===== src/rtl/uart_pkg.sv =====
// Shared definitions for the FIFO-draining UART transmitter.
// Holds the FSM state encoding, the data width and the parity helper.
package uart_pkg;

  localparam int DATA_W = 8;

  typedef enum logic [2:0] {
    ST_IDLE   = 3'd0,
    ST_FETCH  = 3'd1,
    ST_LOAD   = 3'd2,
    ST_START  = 3'd3,
    ST_DATA   = 3'd4,
    ST_PARITY = 3'd5,
    ST_STOP   = 3'd6
  } state_t;

  // Returns the bit that makes the total parity of data plus this bit even (odd=0) or odd (odd=1).
  function automatic logic parity_bit(input logic [DATA_W-1:0] data, input logic odd);
    return (^data) ^ odd;
  endfunction

endpackage


===== src/rtl/uart_baud_tick.sv =====
// Bit-period counter: counts 0..CLKS_PER_BIT-1 while clr is low.
// It raises tick on the terminal count and restarts from zero on the next cycle.
module uart_baud_tick #(
  parameter int unsigned CLKS_PER_BIT = 16,
  localparam int unsigned CNT_W = $clog2(CLKS_PER_BIT)
) (
  input  logic             clk,
  input  logic             rst,
  input  logic             clr,
  output logic [CNT_W-1:0] cnt,
  output logic             tick
);

  localparam logic [CNT_W-1:0] LAST = CNT_W'(CLKS_PER_BIT - 1);

  assign tick = !clr && (cnt == LAST);

  // NOTE: sequential state uses non-blocking assignments so every flop samples pre-edge values.
  always_ff @(posedge clk or posedge rst) begin
    if (rst) begin
      cnt <= '0;
    end else if (clr || tick) begin
      cnt <= '0;
    end else begin
      cnt <= cnt + 1'b1;
    end
  end

endmodule


===== src/rtl/fifo_uart_tx.sv =====
// Drains a byte FIFO and sends each byte on tx as an async-serial frame.
// Frame format: start bit, 8 data bits sent LSB first, an optional parity bit, then the stop bit(s).
module fifo_uart_tx
  import uart_pkg::*;
#(
  parameter int unsigned CLKS_PER_BIT = 16,
  parameter bit          PARITY_EN    = 1'b0,
  parameter bit          PARITY_ODD   = 1'b0,
  parameter int unsigned STOP_BITS    = 1
) (
  input  logic              clk,
  input  logic              rst,
  input  logic              tx_en,
  input  logic              fifo_empty,
  input  logic [DATA_W-1:0] fifo_data,
  output logic              fifo_rd_en,
  output logic              tx,
  output logic              busy,
  output logic              byte_done,
  output logic [15:0]       tx_count
);

  localparam int unsigned CNT_W = $clog2(CLKS_PER_BIT);
  localparam logic [CNT_W-1:0] PRE_LAST  = CNT_W'(CLKS_PER_BIT - 2);
  localparam logic [2:0]       LAST_STOP = 3'(STOP_BITS - 1);

  state_t            state;
  logic [DATA_W-1:0] shreg;
  logic              par_q;
  logic [2:0]        bit_idx;
  logic [CNT_W-1:0]  baud_cnt;
  logic              baud_clr;
  logic              tick;
  logic              fetch_ok;
  logic              last_stop;

  // The baud counter only runs in the timed states, so it is always zero when START is entered.
  assign baud_clr  = !(state inside {ST_START, ST_DATA, ST_PARITY, ST_STOP});
  assign fetch_ok  = tx_en && !fifo_empty;
  assign last_stop = (bit_idx == LAST_STOP);

  uart_baud_tick #(.CLKS_PER_BIT(CLKS_PER_BIT)) u_baud (
    .clk  (clk),
    .rst  (rst),
    .clr  (baud_clr),
    .cnt  (baud_cnt),
    .tick (tick)
  );

  // Outputs are registered: each is loaded on the edge that enters the state it belongs to.
  always_ff @(posedge clk or posedge rst) begin
    if (rst) begin
      state      <= ST_IDLE;
      shreg      <= '0;
      par_q      <= 1'b0;
      bit_idx    <= '0;
      fifo_rd_en <= 1'b0;
      tx         <= 1'b1;
      busy       <= 1'b0;
      byte_done  <= 1'b0;
      tx_count   <= '0;
    end else begin
      fifo_rd_en <= 1'b0;
      byte_done  <= 1'b0;
      case (state)
        ST_IDLE: begin
          if (fetch_ok) begin
            state      <= ST_FETCH;
            fifo_rd_en <= 1'b1;
            busy       <= 1'b1;
          end
        end
        ST_FETCH: state <= ST_LOAD;
        ST_LOAD: begin
          shreg   <= fifo_data;
          par_q   <= parity_bit(fifo_data, PARITY_ODD);
          bit_idx <= '0;
          tx      <= 1'b0;
          state   <= ST_START;
        end
        ST_START: begin
          if (tick) begin
            tx    <= shreg[0];
            shreg <= shreg >> 1;
            state <= ST_DATA;
          end
        end
        ST_DATA: begin
          if (tick) begin
            if (bit_idx == 3'd7) begin
              bit_idx <= '0;
              if (PARITY_EN) begin
                tx    <= par_q;
                state <= ST_PARITY;
              end else begin
                tx    <= 1'b1;
                state <= ST_STOP;
              end
            end else begin
              bit_idx <= bit_idx + 3'd1;
              tx      <= shreg[0];
              shreg   <= shreg >> 1;
            end
          end
        end
        ST_PARITY: begin
          if (tick) begin
            tx    <= 1'b1;
            state <= ST_STOP;
          end
        end
        ST_STOP: begin
          // Decoded one cycle early so the registered pulse lands on the final stop cycle.
          if (last_stop && baud_cnt == PRE_LAST) byte_done <= 1'b1;
          if (tick) begin
            if (last_stop) begin
              tx_count <= tx_count + 16'd1;
              bit_idx  <= '0;
              if (fetch_ok) begin
                state      <= ST_FETCH;
                fifo_rd_en <= 1'b1;
              end else begin
                state <= ST_IDLE;
                busy  <= 1'b0;
              end
            end else begin
              bit_idx <= bit_idx + 3'd1;
            end
          end
        end
        default: begin
          state <= ST_IDLE;
          tx    <= 1'b1;
          busy  <= 1'b0;
        end
      endcase
    end
  end

endmodule

===== config.mk =====
export PLATFORM = sky130hd
export DESIGN_NAME = fifo_uart_tx
export DESIGN_NICKNAME = d
export VERILOG_FILES = /design/src/rtl/uart_pkg.sv /design/src/rtl/uart_baud_tick.sv /design/src/rtl/fifo_uart_tx.sv
export SDC_FILE = /design/constraint.sdc
export NUM_CORES = 1
export LEC_CHECK = 0
export CAP_MARGIN = 10
export CORE_MARGIN = 2
export CORE_UTILIZATION = 42
export CTS_CLUSTER_SIZE = 24
export DETAILED_ROUTE_END_ITERATION = 7
export PLACE_DENSITY = 0.69
export SYNTH_ARGS = -nofsm -noshare
export SYNTH_HDL_FRONTEND = slang
export SYNTH_HIERARCHICAL = 1
export SYNTH_SLANG_ARGS = --single-unit

===== constraint.sdc =====
create_clock -name clk -period 2.5 [get_ports clk]
set_input_delay 0.375 -clock clk [delete_from_list [all_inputs] [get_ports clk]]
set_output_delay 0.375 -clock clk [all_outputs]
set_load 0.01 [all_outputs]

* Yosys cells after proc, flatten, opt, wreduce, memory -nomap -nowiden
Index checks and enable logic that the tools add are counted.
Word-level totals: register bits 38, bits in latches 0, memory bits (writable) 0, bits in read-only memories 0, output and inout port bits 20, logic and storage cells 86, memories kept 0
Operators by class: add/subtract/negate cells 3, multiply operators 0, div/mod/pow operators 0, $lt $le $gt $ge 0, equality and inequality tests 18, shifts and indexed selects 0, muxes and demuxes 35, bitwise logic cells 2, reductions and logical operators 19
Operators with widths (count):
- $mux 3 | 11
- $mux 8 | 3
- $pmux 8 s3 | 1
- $pmux 3 s7 | 1
- $add 16x1->16 const B | 1
- $mux 1 | 14
- $eq 3x3->1 const B | 4
- $ne 2x1->1 const B | 5
- $pmux 3 s3 | 1
- $eq 4x4->1 const B | 2
- $ne 2x2->1 const B | 4
- $reduce_and 4->1 | 2
- $reduce_and 7->1 | 1
- $eq 3x2->1 const B | 2
- $logic_not 3->1 | 2
- $reduce_and 3->1 | 2
- $reduce_bool 3->1 | 2
- $pmux 1 s5 | 1
- $reduce_and 5->1 | 1
- $reduce_or 5->1 | 1
- $add 4x1->4 const B | 1
- $mux 4 | 1
- $reduce_bool 4->1 | 1
- $add 3x1->3 const B | 1
- other kinds (8) | 12

* Longest topological paths before layout
Gate-level depths: netlist of run 1.
depth after elaboration 6, mapped depth 9

* Hierarchy
Netlist of run 1, hierarchy kept.
Modules (own cells, without submodules):
- fifo_uart_tx | instances 1, cells an instance 187, area an instance 1893.1 um2, sequential area each 852.1 um2
- uart_baud_tick | instances 1, cells an instance 17, area an instance 192.7 um2, sequential area each 100.1 um2

* Worst setup path after synthesis of run 1
Ideal clock, no wire load.
path kind register -> register, start point reg state[2], end point reg tx_count[1], library setup time 0.125 ns, arrival 2.172 ns, data required time 2.375 ns, slack 0.203 ns, cell stages (with the launch flop) 9, path buffers 3, cell sequence dfrtp_1 > buf_6 > clkbuf_1 > xor2_1 > and2b_1 > buf_4 > inv_1 > nor3_1 > mux2_2
On the way: longest elaborated chain between the ends 4, elaborated cells on any way between the ends 7, those cells by class eq/ne (4); reduce/logical (3)
RTL lines:
- start: declaration | RTL line fifo_uart_tx.sv:27 | state_t state;
- start signal: assignment | RTL line fifo_uart_tx.sv:53 | state <= ST_IDLE;
- start signal: assignment | RTL line fifo_uart_tx.sv:68 | state <= ST_FETCH;
- start signal: assignment | RTL line fifo_uart_tx.sv:73 | ST_FETCH: state <= ST_LOAD;
- $eq 3x2->1 / $eq 3x3->1 (equally long branches) | RTL line fifo_uart_tx.sv:38 | assign baud_clr = !(state inside {ST_START, ST_DATA, ST_PARITY, ST_STOP});
- $reduce_bool 4->1 (*) | RTL line fifo_uart_tx.sv:38
- $logic_and 1x1->1 (*) | RTL line uart_baud_tick.sv:16 | assign tick = !clr && (cnt == LAST);
- named net tick | RTL line fifo_uart_tx.sv:33 | logic tick;
- $reduce_and 3->1 (no line) (*)
- end signal: assignment | RTL line fifo_uart_tx.sv:117 | tx_count <= tx_count + 16'd1;
- end: declaration | RTL line fifo_uart_tx.sv:20 | output logic [15:0] tx_count
The timed path passes the listed nets; every way through them passes the cells marked *. A chain may end at the register's enable or synchronous reset.

* Worst setup path after layout of run 1
start point reg u_baud.cnt[0], end point reg tx_count[1]
On the way: longest elaborated chain between the ends 3
RTL lines:
- start: declaration | RTL line uart_baud_tick.sv:10 | output logic [CNT_W-1:0] cnt,
- start signal: assignment | RTL line uart_baud_tick.sv:25 | cnt <= cnt + 1'b1;
- $eq 4x4->1 | RTL line uart_baud_tick.sv:16
- $logic_and 1x1->1 | RTL line uart_baud_tick.sv:16
- named net tick | RTL line fifo_uart_tx.sv:33
- $reduce_and 3->1 (no line)
The timed path passes the listed nets, and every way through them passes these cells.

==> tab_implementation.tex, run 1 <==
\begin{tabular}{lr}
\hline
Metric & Value \\
\hline
\multicolumn{2}{l}{\textbf{Global routing}} \\
\quad Pin count of the biggest net entering global routing & 35 \\
\quad Peak-usage layer in the global routing report & met2 \\
\quad Wire length of the first global-routing pass & between 7000 and 8000 um \\
\quad Overall Global Routing Usage & 17.2\% \\
\quad Met2 track utilization from global routing & 26.8\% \\
\quad Grt total ovfl & 0 \\
\quad Met3 Resource Use GR & approximately 5.4\% \\
\quad Vias in the first global route & approximately 1500 \\
\quad GR met1 Demand/Resource & a little under a quarter \\
\quad Number of antenna violations at the first check in global routing & 0 \\
\multicolumn{2}{l}{\textbf{Floorplan}} \\
\quad Standard-cell rows & 25 \\
\quad Die outline height & between 70 and 80 um \\
\quad Initial Utilization & between 40\% and 50\% \\
\quad Area of the placeable core & roughly 4800 sq um \\
\quad Io pins & 32 \\
\quad Horizontal extent of the die & $\sim$74 um \\
\quad Die Area & about 5500 sq um \\
\multicolumn{2}{l}{\textbf{Timing}} \\
\quad Number of endpoints failing setup at the final stage & 0 \\
\quad Final cycle utilization of the critical path & about 93\% \\
\quad Maximum operating frequency & approximately 430 MHz \\
\quad Worst Skew & 0.00464 ns \\
\quad Final count of pins violating max slew & 0 \\
\quad Setup repair after global routing missed its margin & no \\
\quad Fin. Hold Viols & 0 \\
\quad Sum Neg Setup Slack & 0 ns \\
\quad Slew Limit Headroom & 66.3\% \\
\quad Slew at the pin closest to its max-slew limit & 0.502 ns \\
\quad Min Clock Period, post-route & 2.32 ns \\
\multicolumn{2}{l}{\textbf{Route}} \\
\quad Routed WL & between 4000 and 5000 um \\
\quad Drc violations & 0 \\
\quad Detailed-route wire length per cell & between 10 and 15 um \\
\quad First-pass iteration count of the detailed router & 4 \\
\quad Number of DRC markers in iteration 0 & 102 \\
\quad Vias post-DR & about 1600 \\
\quad Number of routed nets with antenna violations & 0 \\
\quad Via count normalized by instance count & 5.19 \\
\multicolumn{2}{l}{\textbf{Clock network}} \\
\quad Cell chosen for the clock root & sky130\_fd\_sc\_hd\_\_clkbuf\_8 \\
\quad Number of post-CTS setup repair buffers & 0 \\
\quad H-tree level count & 2 \\
\quad CTS clock-pin slew for the worst setup and hold paths & $\sim$0.070 ns \\
\quad Total number of clock tree sinks & 38 \\
\quad Clock buffer depth & 2 \\
\quad CTS tree & done \\
\quad CTS resizes & 0 \\
\quad Later-pin clock latency in the skew report & $\sim$0.28 ns \\
\quad CTS Hold Buffers Added & 0 \\
\quad Number of buffers added by the clock tree synthesis step & 5 \\
\multicolumn{2}{l}{\textbf{Flow run}} \\
\quad Max-cap violations & 0 \\
\multicolumn{2}{l}{\textbf{Placed design}} \\
\quad Placement Cell Area & about 2500 sq um \\
\quad Detail Placement HPWL & $\sim$2900 um \\
\quad Final Wtd Congestion & $\sim$0.86 \\
\quad Placed cells & between 200 and 300 \\
\quad Buffers on Ports & 31 \\
\multicolumn{2}{l}{\textbf{Layout}} \\
\quad Final Cell Area & 2570 sq um \\
\quad Diodes inserted & 0 \\
\quad Post-layout util & 54.1\% \\
\quad Fraction of final layout cells with drive strength greater than 1 & approximately 11\% \\
\quad P\&R area growth vs syn & 23.3\% \\
\quad Number of fill cells in the layout & 450 \\
\quad Nets & approximately 260 \\
\quad Final std cells w/o fill & approximately 310 \\
\multicolumn{2}{l}{\textbf{Power and ir drop}} \\
\quad Peak supply drop & 474 uV \\
\quad Areal power density over the cells & around 700 nW/um\^{}2 \\
\quad Overall power of the completed layout & about 0.0018 W \\
\quad Leakage Power & roughly 1.1 nW \\
\multicolumn{2}{l}{\textbf{Logic synthesis}} \\
\quad Most used flip-flop cell after synthesis & sky130\_fd\_sc\_hd\_\_dfrtp\_1 \\
\quad Number of synthesis warnings & 6 \\
\quad Sequential fraction of the synthesis area & 45.7\% \\
\quad EDFF count, synth & 0 \\
\quad Net Count, Synth & about 220 \\
\quad Synthesized instance count & between 200 and 250 \\
\quad Count of cell types in the netlist & 50 \\
\quad Post-Synthesis Mean Instance Area & between 10 and 15 sq um \\
\quad Cell area after synthesis & between 2000 and 2500 sq um \\
\quad Number of register bits inferred by synthesis & 38 \\
\quad Fraction of synthesis flops using an asynchronous set or reset pin & 100\% \\
\multicolumn{2}{l}{\textbf{Status}} \\
\quad Status & finished clean \\
\multicolumn{2}{l}{\textbf{Setup path}} \\
\quad Kind of end point of the critical path & register \\
\quad Arrival time at the worst endpoint & between 2 and 2.5 ns \\
\quad Startpoint type of the worst setup path & register \\
\quad Path type of the worst setup path & register to register \\
\quad Top fanout value on the critical path & 12 \\
\quad Required @ worst endpoint & 2.67 ns \\
\multicolumn{2}{l}{\textbf{Hold path}} \\
\quad Worst Hold Class & primary input to asynchronous set/reset pin \\
\hline
\end{tabular}
[metrics by stage]
step                hold WS (ns)  setup slack [ns]
finish                     0.300             0.179
global placement           0.463             0.348
global route               0.314            0.0518
CTS                        0.304             0.188
floorplan                  0.141             0.203
detailed placement         0.467             0.197
[logic make-up after synthesis]
| family | Yosys count | synth area share, % |
|---|---|---|
| xor gates and xnor gates | 17 | 7.14 |
| muxes | 8 | 3.90 |
| and+or+nand+nor | 78 | 23.6 |
| AOI/OAI and AO/OA | 37 | 11.6 |
| DFF | 38 | 45.7 |
| adders and majority gates | 6 | 3.60 |
| buffers and inverters | 20 | 4.50 |
[critical path, stage by stage (launching register included)]
cell,delay [ns]
sky130_fd_sc_hd__dfrtp_1,0.42
sky130_fd_sc_hd__ha_1,0.26
sky130_fd_sc_hd__and3_4,0.22
sky130_fd_sc_hd__and2b_1,0.35
sky130_fd_sc_hd__inv_1,0.10
sky130_fd_sc_hd__nor3_1,0.46
sky130_fd_sc_hd__mux2_2,0.39
[cells in the final DEF (no fill, tap or decap), types with 2 or more instances in the layout]
| master | synthesis | layout |
|---|---|---|
| sky130_fd_sc_hd__nor2_1 | 19 | 19 |
| sky130_fd_sc_hd__inv_1 | 12 | 12 |
| sky130_fd_sc_hd__buf_4 | 2 | 5 |
| sky130_fd_sc_hd__nor2b_1 | 2 | 2 |
| sky130_fd_sc_hd__nand3_1 | 3 | 3 |
| sky130_fd_sc_hd__xnor2_1 | 9 | 9 |
| sky130_fd_sc_hd__o21ai_0 | 11 | 11 |
| sky130_fd_sc_hd__nand2_1 | 14 | 14 |
| sky130_fd_sc_hd__a21oi_1 | 13 | 13 |
| sky130_fd_sc_hd__a31oi_1 | 2 | 2 |
| sky130_fd_sc_hd__and2b_1 | 2 | 2 |
| sky130_fd_sc_hd__mux2i_1 | 7 | 7 |
| sky130_fd_sc_hd__ha_1 | 6 | 6 |
| sky130_fd_sc_hd__clkdlybuf4s50_1 | 0 | 31 |
| sky130_fd_sc_hd__dfrtp_1 | 37 | 37 |
| sky130_fd_sc_hd__xor2_1 | 8 | 8 |
| sky130_fd_sc_hd__nor3_1 | 5 | 5 |
| sky130_fd_sc_hd__clkbuf_8 | 0 | 6 |
| sky130_fd_sc_hd__nand3b_1 | 2 | 2 |
| sky130_fd_sc_hd__nor3_2 | 2 | 2 |
| sky130_fd_sc_hd__a22o_1 | 3 | 3 |
| sky130_fd_sc_hd__nand2b_1 | 4 | 4 |
| sky130_fd_sc_hd__nor3b_1 | 2 | 2 |
| sky130_fd_sc_hd__nand4_1 | 8 | 8 |
[Yosys cell counts, types with 2 or more instances]
library cell               number  area (sq um)
sky130_fd_sc_hd__nor2b_1        2          12.5
sky130_fd_sc_hd__a22o_1         3          26.3
sky130_fd_sc_hd__inv_1         12          45.0
sky130_fd_sc_hd__and2b_1        2          15.0
sky130_fd_sc_hd__o21ai_0       11          55.1
sky130_fd_sc_hd__nand3b_1       2          15.0
sky130_fd_sc_hd__nor3_1         5          25.0
sky130_fd_sc_hd__xor2_1         8          70.1
sky130_fd_sc_hd__nor3_2         2          20.0
sky130_fd_sc_hd__dfrtp_1       37           926
sky130_fd_sc_hd__nor3b_1        2          15.0
sky130_fd_sc_hd__nor2_1        19          71.3
sky130_fd_sc_hd__buf_4          2          15.0
sky130_fd_sc_hd__a21oi_1       13          65.1
sky130_fd_sc_hd__nand4_1        8          50.1
sky130_fd_sc_hd__nand2b_1       4          25.0
sky130_fd_sc_hd__mux2i_1        7          70.1
sky130_fd_sc_hd__buf_2          3          15.0
sky130_fd_sc_hd__clkbuf_1       2          7.51
sky130_fd_sc_hd__xnor2_1        9          78.8
sky130_fd_sc_hd__ha_1           6          75.1
sky130_fd_sc_hd__nand3_1        3          15.0
sky130_fd_sc_hd__nand2_1       14          52.6
sky130_fd_sc_hd__a31oi_1        2          12.5
[per-layer routing]
metal  up-vias  share of wire (%)
met5         -                  0
met4         0                1.1
met3         5                3.2
met2        25                 46
met1       773                 49
li1        786                  -
[worst paths after layout]
check,to,start,cells after the start,slack (ns)
max reg2reg,tx_count[1],u_baud/cnt[0],6,0.18
min reg2reg,tx_count[15],tx_count[15],1,0.47
max in group asynchronous,tx,rst,3,1.65
min in group clk,tx_count[15],tx_count[15],1,0.47
max,tx_count[1],u_baud/cnt[0],6,0.18
min,u_baud/cnt[3],rst,2,0.30
[final cells by class]
class                      instances  area [sq um]  share of cell area, %
clock buffer                       6          82.6                   3.21
inverter                          12          45.0                   1.75
multi-input combinational        146          1040                   40.4
sequential                        38           952                   37.0
tap                               67          83.8                   3.26
timing repair buffer              37           368                   14.3
[power breakdown]
group | internal, W | switching [W] | leakage, nW
clock | 0.000213 | 0.000196 | 0.0431
combinational | 0.000289 | 0.000308 | 0.597
sequential | 0.000722 | 0.0000745 | 0.485
[flip-flops by register name (all words and copies together) (netlist names)]
signal and cells:
bit_idx 3, busy 1, byte_done 1, fifo_rd_en 1, shreg 8, state 3
tx 1, tx_count 16, u_baud/cnt 4
No activity file was read; power rests on OpenSTA's default activity.
==> run 2: changes to the inputs <==
Clock period 2.5 ns to 1.9 ns, I/O delays scaled along.
==> tab_implementation.tex, run 2 (synthesized netlist as in run 1, its figures left out) <==
\begin{tabular}{lr}
\hline
Metric & Value \\
\hline
\multicolumn{2}{l}{\textbf{Timing}} \\
\quad Slew at the pin closest to its max-slew limit & between 0.4 and 0.5 ns \\
\quad Maximum operating frequency & 550 MHz \\
\quad Final count of pins violating max slew & 0 \\
\quad Number of endpoints failing setup at the final stage & 0 \\
\quad Setup repair after global routing missed its margin & yes \\
\quad Slew Limit Headroom & between 70\% and 80\% \\
\quad Least setup slack across all paths after layout & roughly 0.08 ns \\
\quad Final cycle utilization of the critical path & $\sim$96\% \\
\quad Min Clock Period, post-route & $\sim$1.8 ns \\
\quad Fin. Hold Viols & 0 \\
\quad Worst Skew & around 0.0064 ns \\
\multicolumn{2}{l}{\textbf{Placed design}} \\
\quad Final Wtd Congestion & approximately 0.78 \\
\quad Placement Cell Area & 2600 sq um \\
\quad Buffers on Ports & 31 \\
\quad Detail Placement HPWL & roughly 3000 um \\
\quad Setup slack after placement & -0.0186 ns \\
\multicolumn{2}{l}{\textbf{Layout}} \\
\quad Most common cell after layout, fill and taps aside & sky130\_fd\_sc\_hd\_\_dfrtp\_1 \\
\quad Combined area of the multi-input logic cells & 1080 sq um \\
\quad Commonest cells after routing, fill and taps aside & sky130\_fd\_sc\_hd\_\_dfrtp\_1, sky130\_fd\_sc\_hd\_\_clkdlybuf4s50\_1, sky130\_fd\_sc\_hd\_\_buf\_4, sky130\_fd\_sc\_hd\_\_nor2\_1 \\
\quad Flip-flop count of the largest register after layout & 16 \\
\quad Diodes inserted & 0 \\
\quad Registers with the highest flip-flop counts & tx\_count: 16 flops, shreg: 8 flops, u\_baud/cnt: 4 flops \\
\quad Fraction of final layout cells with drive strength greater than 1 & between 15 and 20\% \\
\quad Number of fill cells in the layout & roughly 430 \\
\quad Area of all sequential standard cells & 952 sq um \\
\quad P\&R area growth vs syn & 32.8\% \\
\quad Largest Register & tx\_count \\
\quad Nets & 275 \\
\quad Final Cell Area & approximately 2800 sq um \\
\multicolumn{2}{l}{\textbf{Floorplan}} \\
\quad Die outline height & 74.5 um \\
\quad Standard-cell rows & 25 \\
\quad Io pins & 32 \\
\quad Die Area & roughly 5500 sq um \\
\quad Initial Utilization & a little over two fifths \\
\quad Area of the placeable core & between 4000 and 5000 sq um \\
\quad Horizontal extent of the die & 74.5 um \\
\multicolumn{2}{l}{\textbf{Setup path}} \\
\quad Path type of the worst setup path & register to register \\
\quad Startpoint type of the worst setup path & register \\
\quad Top fanout value on the critical path & 6 \\
\quad Required @ worst endpoint & 2.12 ns \\
\quad Kind of end point of the critical path & register \\
\quad Arrival time at the worst endpoint & 2.03 ns \\
\multicolumn{2}{l}{\textbf{Hold path}} \\
\quad Worst Hold Class & primary input to asynchronous set/reset pin \\
\multicolumn{2}{l}{\textbf{Global routing}} \\
\quad Wire length of the first global-routing pass & about 7000 um \\
\quad Overall Global Routing Usage & between 10\% and 20\% \\
\quad Grt total ovfl & 0 \\
\quad Number of antenna violations at the first check in global routing & 0 \\
\quad Pin count of the biggest net entering global routing & 35 \\
\quad Vias in the first global route & around 1500 \\
\multicolumn{2}{l}{\textbf{Clock network}} \\
\quad CTS tree & done \\
\quad Number of buffers added by the clock tree synthesis step & 5 \\
\quad Total number of clock tree sinks & 38 \\
\quad Later-pin clock latency in the skew report & about 0.29 ns \\
\quad CTS Hold Buffers Added & 0 \\
\quad Cell chosen for the clock root & sky130\_fd\_sc\_hd\_\_clkbuf\_8 \\
\quad Clock buffer depth & 2 \\
\quad CTS clock-pin slew for the worst setup and hold paths & 0.07 ns \\
\quad H-tree level count & 2 \\
\multicolumn{2}{l}{\textbf{Route}} \\
\quad Routed WL & around 4200 um \\
\quad Drc violations & 0 \\
\quad Number of routed nets with antenna violations & 0 \\
\quad Via count normalized by instance count & slightly above 5 \\
\quad Detailed-route wire length per cell & $\sim$13 um \\
\quad First-pass iteration count of the detailed router & 4 \\
\quad Number of DRC markers in iteration 0 & 65 \\
\quad Vias post-DR & 1655 \\
\multicolumn{2}{l}{\textbf{Flow run}} \\
\quad Max-cap violations & 0 \\
\multicolumn{2}{l}{\textbf{Power and ir drop}} \\
\quad Peak supply drop & around 720 uV \\
\quad Areal power density over the cells & about 950 nW/um\^{}2 \\
\quad Leakage Power & 1.26 nW \\
\multicolumn{2}{l}{\textbf{Status}} \\
\quad Status & finished clean \\
\hline
\end{tabular}
run 2: worst paths after layout:
path	from	end	slack [ns]	depth (start not counted)
setup reg to reg	u_baud/cnt[1]	tx_count[11]	0.08	7
max in group asynchronous	rst	tx	1.14	3
hold / removal	rst	u_baud/cnt[1]	0.19	2
setup / recovery	u_baud/cnt[1]	tx_count[11]	0.08	7
hold reg to reg	tx_count[15]	tx_count[15]	0.47	1
min in group clk	tx_count[15]	tx_count[15]	0.47	1
run 2: power by group:
part / leakage, nW / total, W / switching [W] / internal [W]
Clock: 0.0524 / 0.000661 / 0.000269 / 0.000393
Combinational: 0.720 / 0.000945 / 0.000457 / 0.000488
Sequential: 0.485 / 0.00103 / 0.0000798 / 0.000950
Total: 1.26 / 0.00264 / 0.000805 / 0.00183
run 2: final cells by class:
type,count,share of cell area (%)
clock inverters,1,1.08
repair buffers,54,18.1
flip-flops and latches,38,34.4
multi-input cells,146,39.1
clock buffers,7,2.76
inverters,12,1.63
well taps,67,3.03
run 2: metal layers:
layer  wire [um]  up-vias  track usage [%]
met5           0        -                0
li1            -      822                -
met2        2040       27             26.0
met1        1970      800             22.7
met3         117        6             4.07
met4          63        0             6.55
run 2: stage by stage:
step	util [%]	power, W	hold slack [ns]	std cells	setup TNS, ns
floorplan	-	0.00166	0.0511	204	-1.57
global placement	54.7	0.00193	0.468	311	0
detailed placement	54.7	0.00195	0.463	311	-0.0683
CTS	56.9	0.00263	0.186	319	0
global route	58.3	0.00282	0.228	325	-0.0582
finish	58.3	0.00264	0.194	325	0
run 2: worst max-delay path: stages (launching register included):
cell and delay [ns]:
sky130_fd_sc_hd__dfrtp_1 0.36, sky130_fd_sc_hd__ha_2 0.18, sky130_fd_sc_hd__and3_4 0.17, sky130_fd_sc_hd__and2b_4 0.19, sky130_fd_sc_hd__and4b_2 0.33, sky130_fd_sc_hd__nand4_4 0.17, sky130_fd_sc_hd__nor3_4 0.19, sky130_fd_sc_hd__xor2_1 0.16
run 2: repair_timing:
item | in CTS | in global routing
gates resized for setup | 1 | 4
setup buffers | 0 | 6
pin swaps | 0 | 5
endpoints found under the setup margin | 8 | 19
==> run 3: changes to the inputs <==
Settings changed: CELL_PAD_IN_SITES_DETAIL_PLACEMENT set to 1, CELL_PAD_IN_SITES_GLOBAL_PLACEMENT set to 1, CORE_UTILIZATION 42 to 38, PLACE_DENSITY 0.69 to 0.78.
==> tab_implementation.tex, run 3 (synthesized netlist as in run 1, its figures left out) <==
\begin{tabular}{lr}
\hline
Metric & Value \\
\hline
\multicolumn{2}{l}{\textbf{Status}} \\
\quad Status & finished clean \\
\multicolumn{2}{l}{\textbf{Power and ir drop}} \\
\quad Peak supply drop & about 540 uV \\
\quad Areal power density over the cells & $\sim$960 nW/um\^{}2 \\
\quad Sw Pwr & around 0.00085 W \\
\quad Pint & about 0.0018 W \\
\quad Combinational share of power & between 30\% and 40\% \\
\quad Sequential fraction of design power & about two fifths \\
\quad Switching part of the total & a little under a third \\
\quad Leakage Power & between 1 and 1.5 nW \\
\quad Share of power burned in the clock network & between 20\% and 30\% \\
\multicolumn{2}{l}{\textbf{Layout}} \\
\quad Flip-flop count of the largest register after layout & 16 \\
\quad P\&R area growth vs syn & 34.3\% \\
\quad Nets & 278 \\
\quad Largest Register & tx\_count \\
\quad Fraction of final layout cells with drive strength greater than 1 & $\sim$22\% \\
\quad Final std cells w/o fill & between 300 and 400 \\
\quad Diodes inserted & 0 \\
\quad Commonest cells after routing, fill and taps aside & sky130\_fd\_sc\_hd\_\_dfrtp\_1, sky130\_fd\_sc\_hd\_\_clkdlybuf4s50\_1, sky130\_fd\_sc\_hd\_\_buf\_4, sky130\_fd\_sc\_hd\_\_nand2\_1, sky130\_fd\_sc\_hd\_\_nor2\_1 \\
\quad Most common cell after layout, fill and taps aside & sky130\_fd\_sc\_hd\_\_dfrtp\_1 \\
\quad Registers with the highest flip-flop counts & tx\_count: 16 flops, shreg: 8 flops, u\_baud/cnt: 4 flops \\
\multicolumn{2}{l}{\textbf{Global routing}} \\
\quad Pin count of the biggest net entering global routing & 35 \\
\quad Vias in the first global route & roughly 1800 \\
\quad Wire length of the first global-routing pass & 8620 um \\
\quad Number of antenna violations at the first check in global routing & 0 \\
\quad Overall Global Routing Usage & a little under a fifth \\
\quad Grt total ovfl & 0 \\
\multicolumn{2}{l}{\textbf{Clock network}} \\
\quad H-tree level count & 2 \\
\quad Total number of clock tree sinks & 38 \\
\quad Later-pin clock latency in the skew report & $\sim$0.29 ns \\
\quad Number of buffers added by the clock tree synthesis step & 5 \\
\quad Clock buffer depth & 2 \\
\quad CTS clock-pin slew for the worst setup and hold paths & $\sim$0.080 ns \\
\quad Cell chosen for the clock root & sky130\_fd\_sc\_hd\_\_clkbuf\_8 \\
\quad CTS tree & done \\
\quad CTS Hold Buffers Added & 0 \\
\multicolumn{2}{l}{\textbf{Timing}} \\
\quad Setup repair after global routing missed its margin & yes \\
\quad Final cycle utilization of the critical path & around 100\% \\
\quad Slew at the pin closest to its max-slew limit & approximately 0.44 ns \\
\quad Fin. Hold Viols & 0 \\
\quad Final count of pins violating max slew & 0 \\
\quad Worst Skew & just over 0.007 ns \\
\quad Sum Neg Setup Slack & 0 ns \\
\quad Slew Limit Headroom & 70.6\% \\
\quad Maximum operating frequency & about 530 MHz \\
\quad Number of endpoints failing setup at the final stage & 0 \\
\quad Worst hold slack & 0.193 ns \\
\quad Min Clock Period, post-route & 1.89 ns \\
\multicolumn{2}{l}{\textbf{Floorplan}} \\
\quad Io pins & 32 \\
\quad Die Area & between 6000 and 7000 sq um \\
\quad Standard-cell rows & 26 \\
\quad Horizontal extent of the die & between 70 and 80 um \\
\quad Initial Utilization & 40.1\% \\
\quad Area of the placeable core & 5200 sq um \\
\quad Die outline height & between 70 and 80 um \\
\multicolumn{2}{l}{\textbf{Setup path}} \\
\quad Arrival time at the worst endpoint & around 2.1 ns \\
\quad Top fanout value on the critical path & 5 \\
\quad Path type of the worst setup path & register to register \\
\quad Required @ worst endpoint & 2.11 ns \\
\quad Startpoint type of the worst setup path & register \\
\quad Kind of end point of the critical path & register \\
\multicolumn{2}{l}{\textbf{Route}} \\
\quad Number of DRC markers in iteration 0 & 70 \\
\quad Via count normalized by instance count & between 5 and 6 \\
\quad Number of routed nets with antenna violations & 0 \\
\quad First-pass iteration count of the detailed router & 4 \\
\quad Detailed-route wire length per cell & 16.1 um \\
\quad Vias post-DR & about 1700 \\
\quad Routed WL & around 5300 um \\
\quad Drc violations & 0 \\
\multicolumn{2}{l}{\textbf{Hold path}} \\
\quad Worst Hold Class & primary input to asynchronous set/reset pin \\
\multicolumn{2}{l}{\textbf{Placed design}} \\
\quad Buffers on Ports & 31 \\
\quad Final Wtd Congestion & $\sim$0.8 \\
\quad Placed cells & 316 \\
\quad Detail Placement HPWL & between 3000 and 4000 um \\
\multicolumn{2}{l}{\textbf{Flow run}} \\
\quad Max-cap violations & 0 \\
\hline
\end{tabular}
run 3: metal layers:
layer	share of wire (%)	global-route usage (%)	up-vias
met3	3.0	3.56	6
li1	-	-	826
met1	43	22.0	872
met2	53	32.3	25
met5	0	0	-
met4	1.2	5.61	0
run 3: final cells by class:
| type | count | area, sq um |
|---|---|---|
| Fill cell | 586 | 2400 |
| Multi-Input combinational cell | 146 | 1090 |
| Sequential cell | 38 | 952 |
| Timing Repair Buffer | 57 | 515 |
| Tap cell | 70 | 87.6 |
| Clock buffer | 7 | 76.3 |
| Inverter | 12 | 45.0 |
| Clock inverter | 1 | 30.0 |
run 3: path summary, 6_finish.rpt:
path | end | slack [ns] | cells past startpoint | from
setup reg to reg | tx_count[11] | 0.008 | 7 | u_baud/cnt[0]
setup / recovery | tx_count[11] | 0.008 | 7 | u_baud/cnt[0]
min in group clk | tx_count[15] | 0.48 | 1 | tx_count[15]
max in group asynchronous | tx | 1.14 | 3 | rst
hold reg to reg | tx_count[15] | 0.48 | 1 | tx_count[15]
hold / removal | u_baud/cnt[1] | 0.19 | 2 | rst
run 3: timing repair:
item,in CTS,in global routing
pin swaps,1,4
gates resized for setup,3,6
setup endpoints to repair,20,11
buffers inserted,0,7
run 3: through the flow:
| stage | cell area, sq um | total power [W] | worst slack [ns] | util (%) |
|---|---|---|---|---|
| final | 2800 | 0.00268 | 0.00803 | 53.8 |
| after global routing | 2800 | 0.00286 | -0.0965 | 53.8 |
| after CTS | 2730 | 0.00267 | 0.0115 | 52.5 |
| after detailed placement | 2620 | 0.00199 | -0.0988 | 50.3 |
| after global placement | 2620 | 0.00194 | 0.0215 | 50.3 |
| after floorplan | 2130 | 0.00166 | -0.164 | - |
run 3: critical path, cell delays in order, from the launching register on:
cell and delay, ns:
sky130_fd_sc_hd__dfrtp_1 0.36, sky130_fd_sc_hd__ha_2 0.18, sky130_fd_sc_hd__and3_4 0.19, sky130_fd_sc_hd__and2b_4 0.18, sky130_fd_sc_hd__and4b_2 0.32, sky130_fd_sc_hd__nand4_4 0.19
sky130_fd_sc_hd__nor3_2 0.23, sky130_fd_sc_hd__xor2_1 0.16
run 3: power groups by stage:
stage | Combinational, W | Clock, W | Sequential [W]
3_5_place_dp | 0.000940 | 0 | 0.00105
4_1_cts | 0.000947 | 0.000690 | 0.00104
2_1_floorplan | 0.000616 | 0 | 0.00104
3_3_place_gp | 0.000906 | 0 | 0.00104
5_1_grt | 0.00108 | 0.000730 | 0.00105
6_report | 0.000968 | 0.000674 | 0.00104
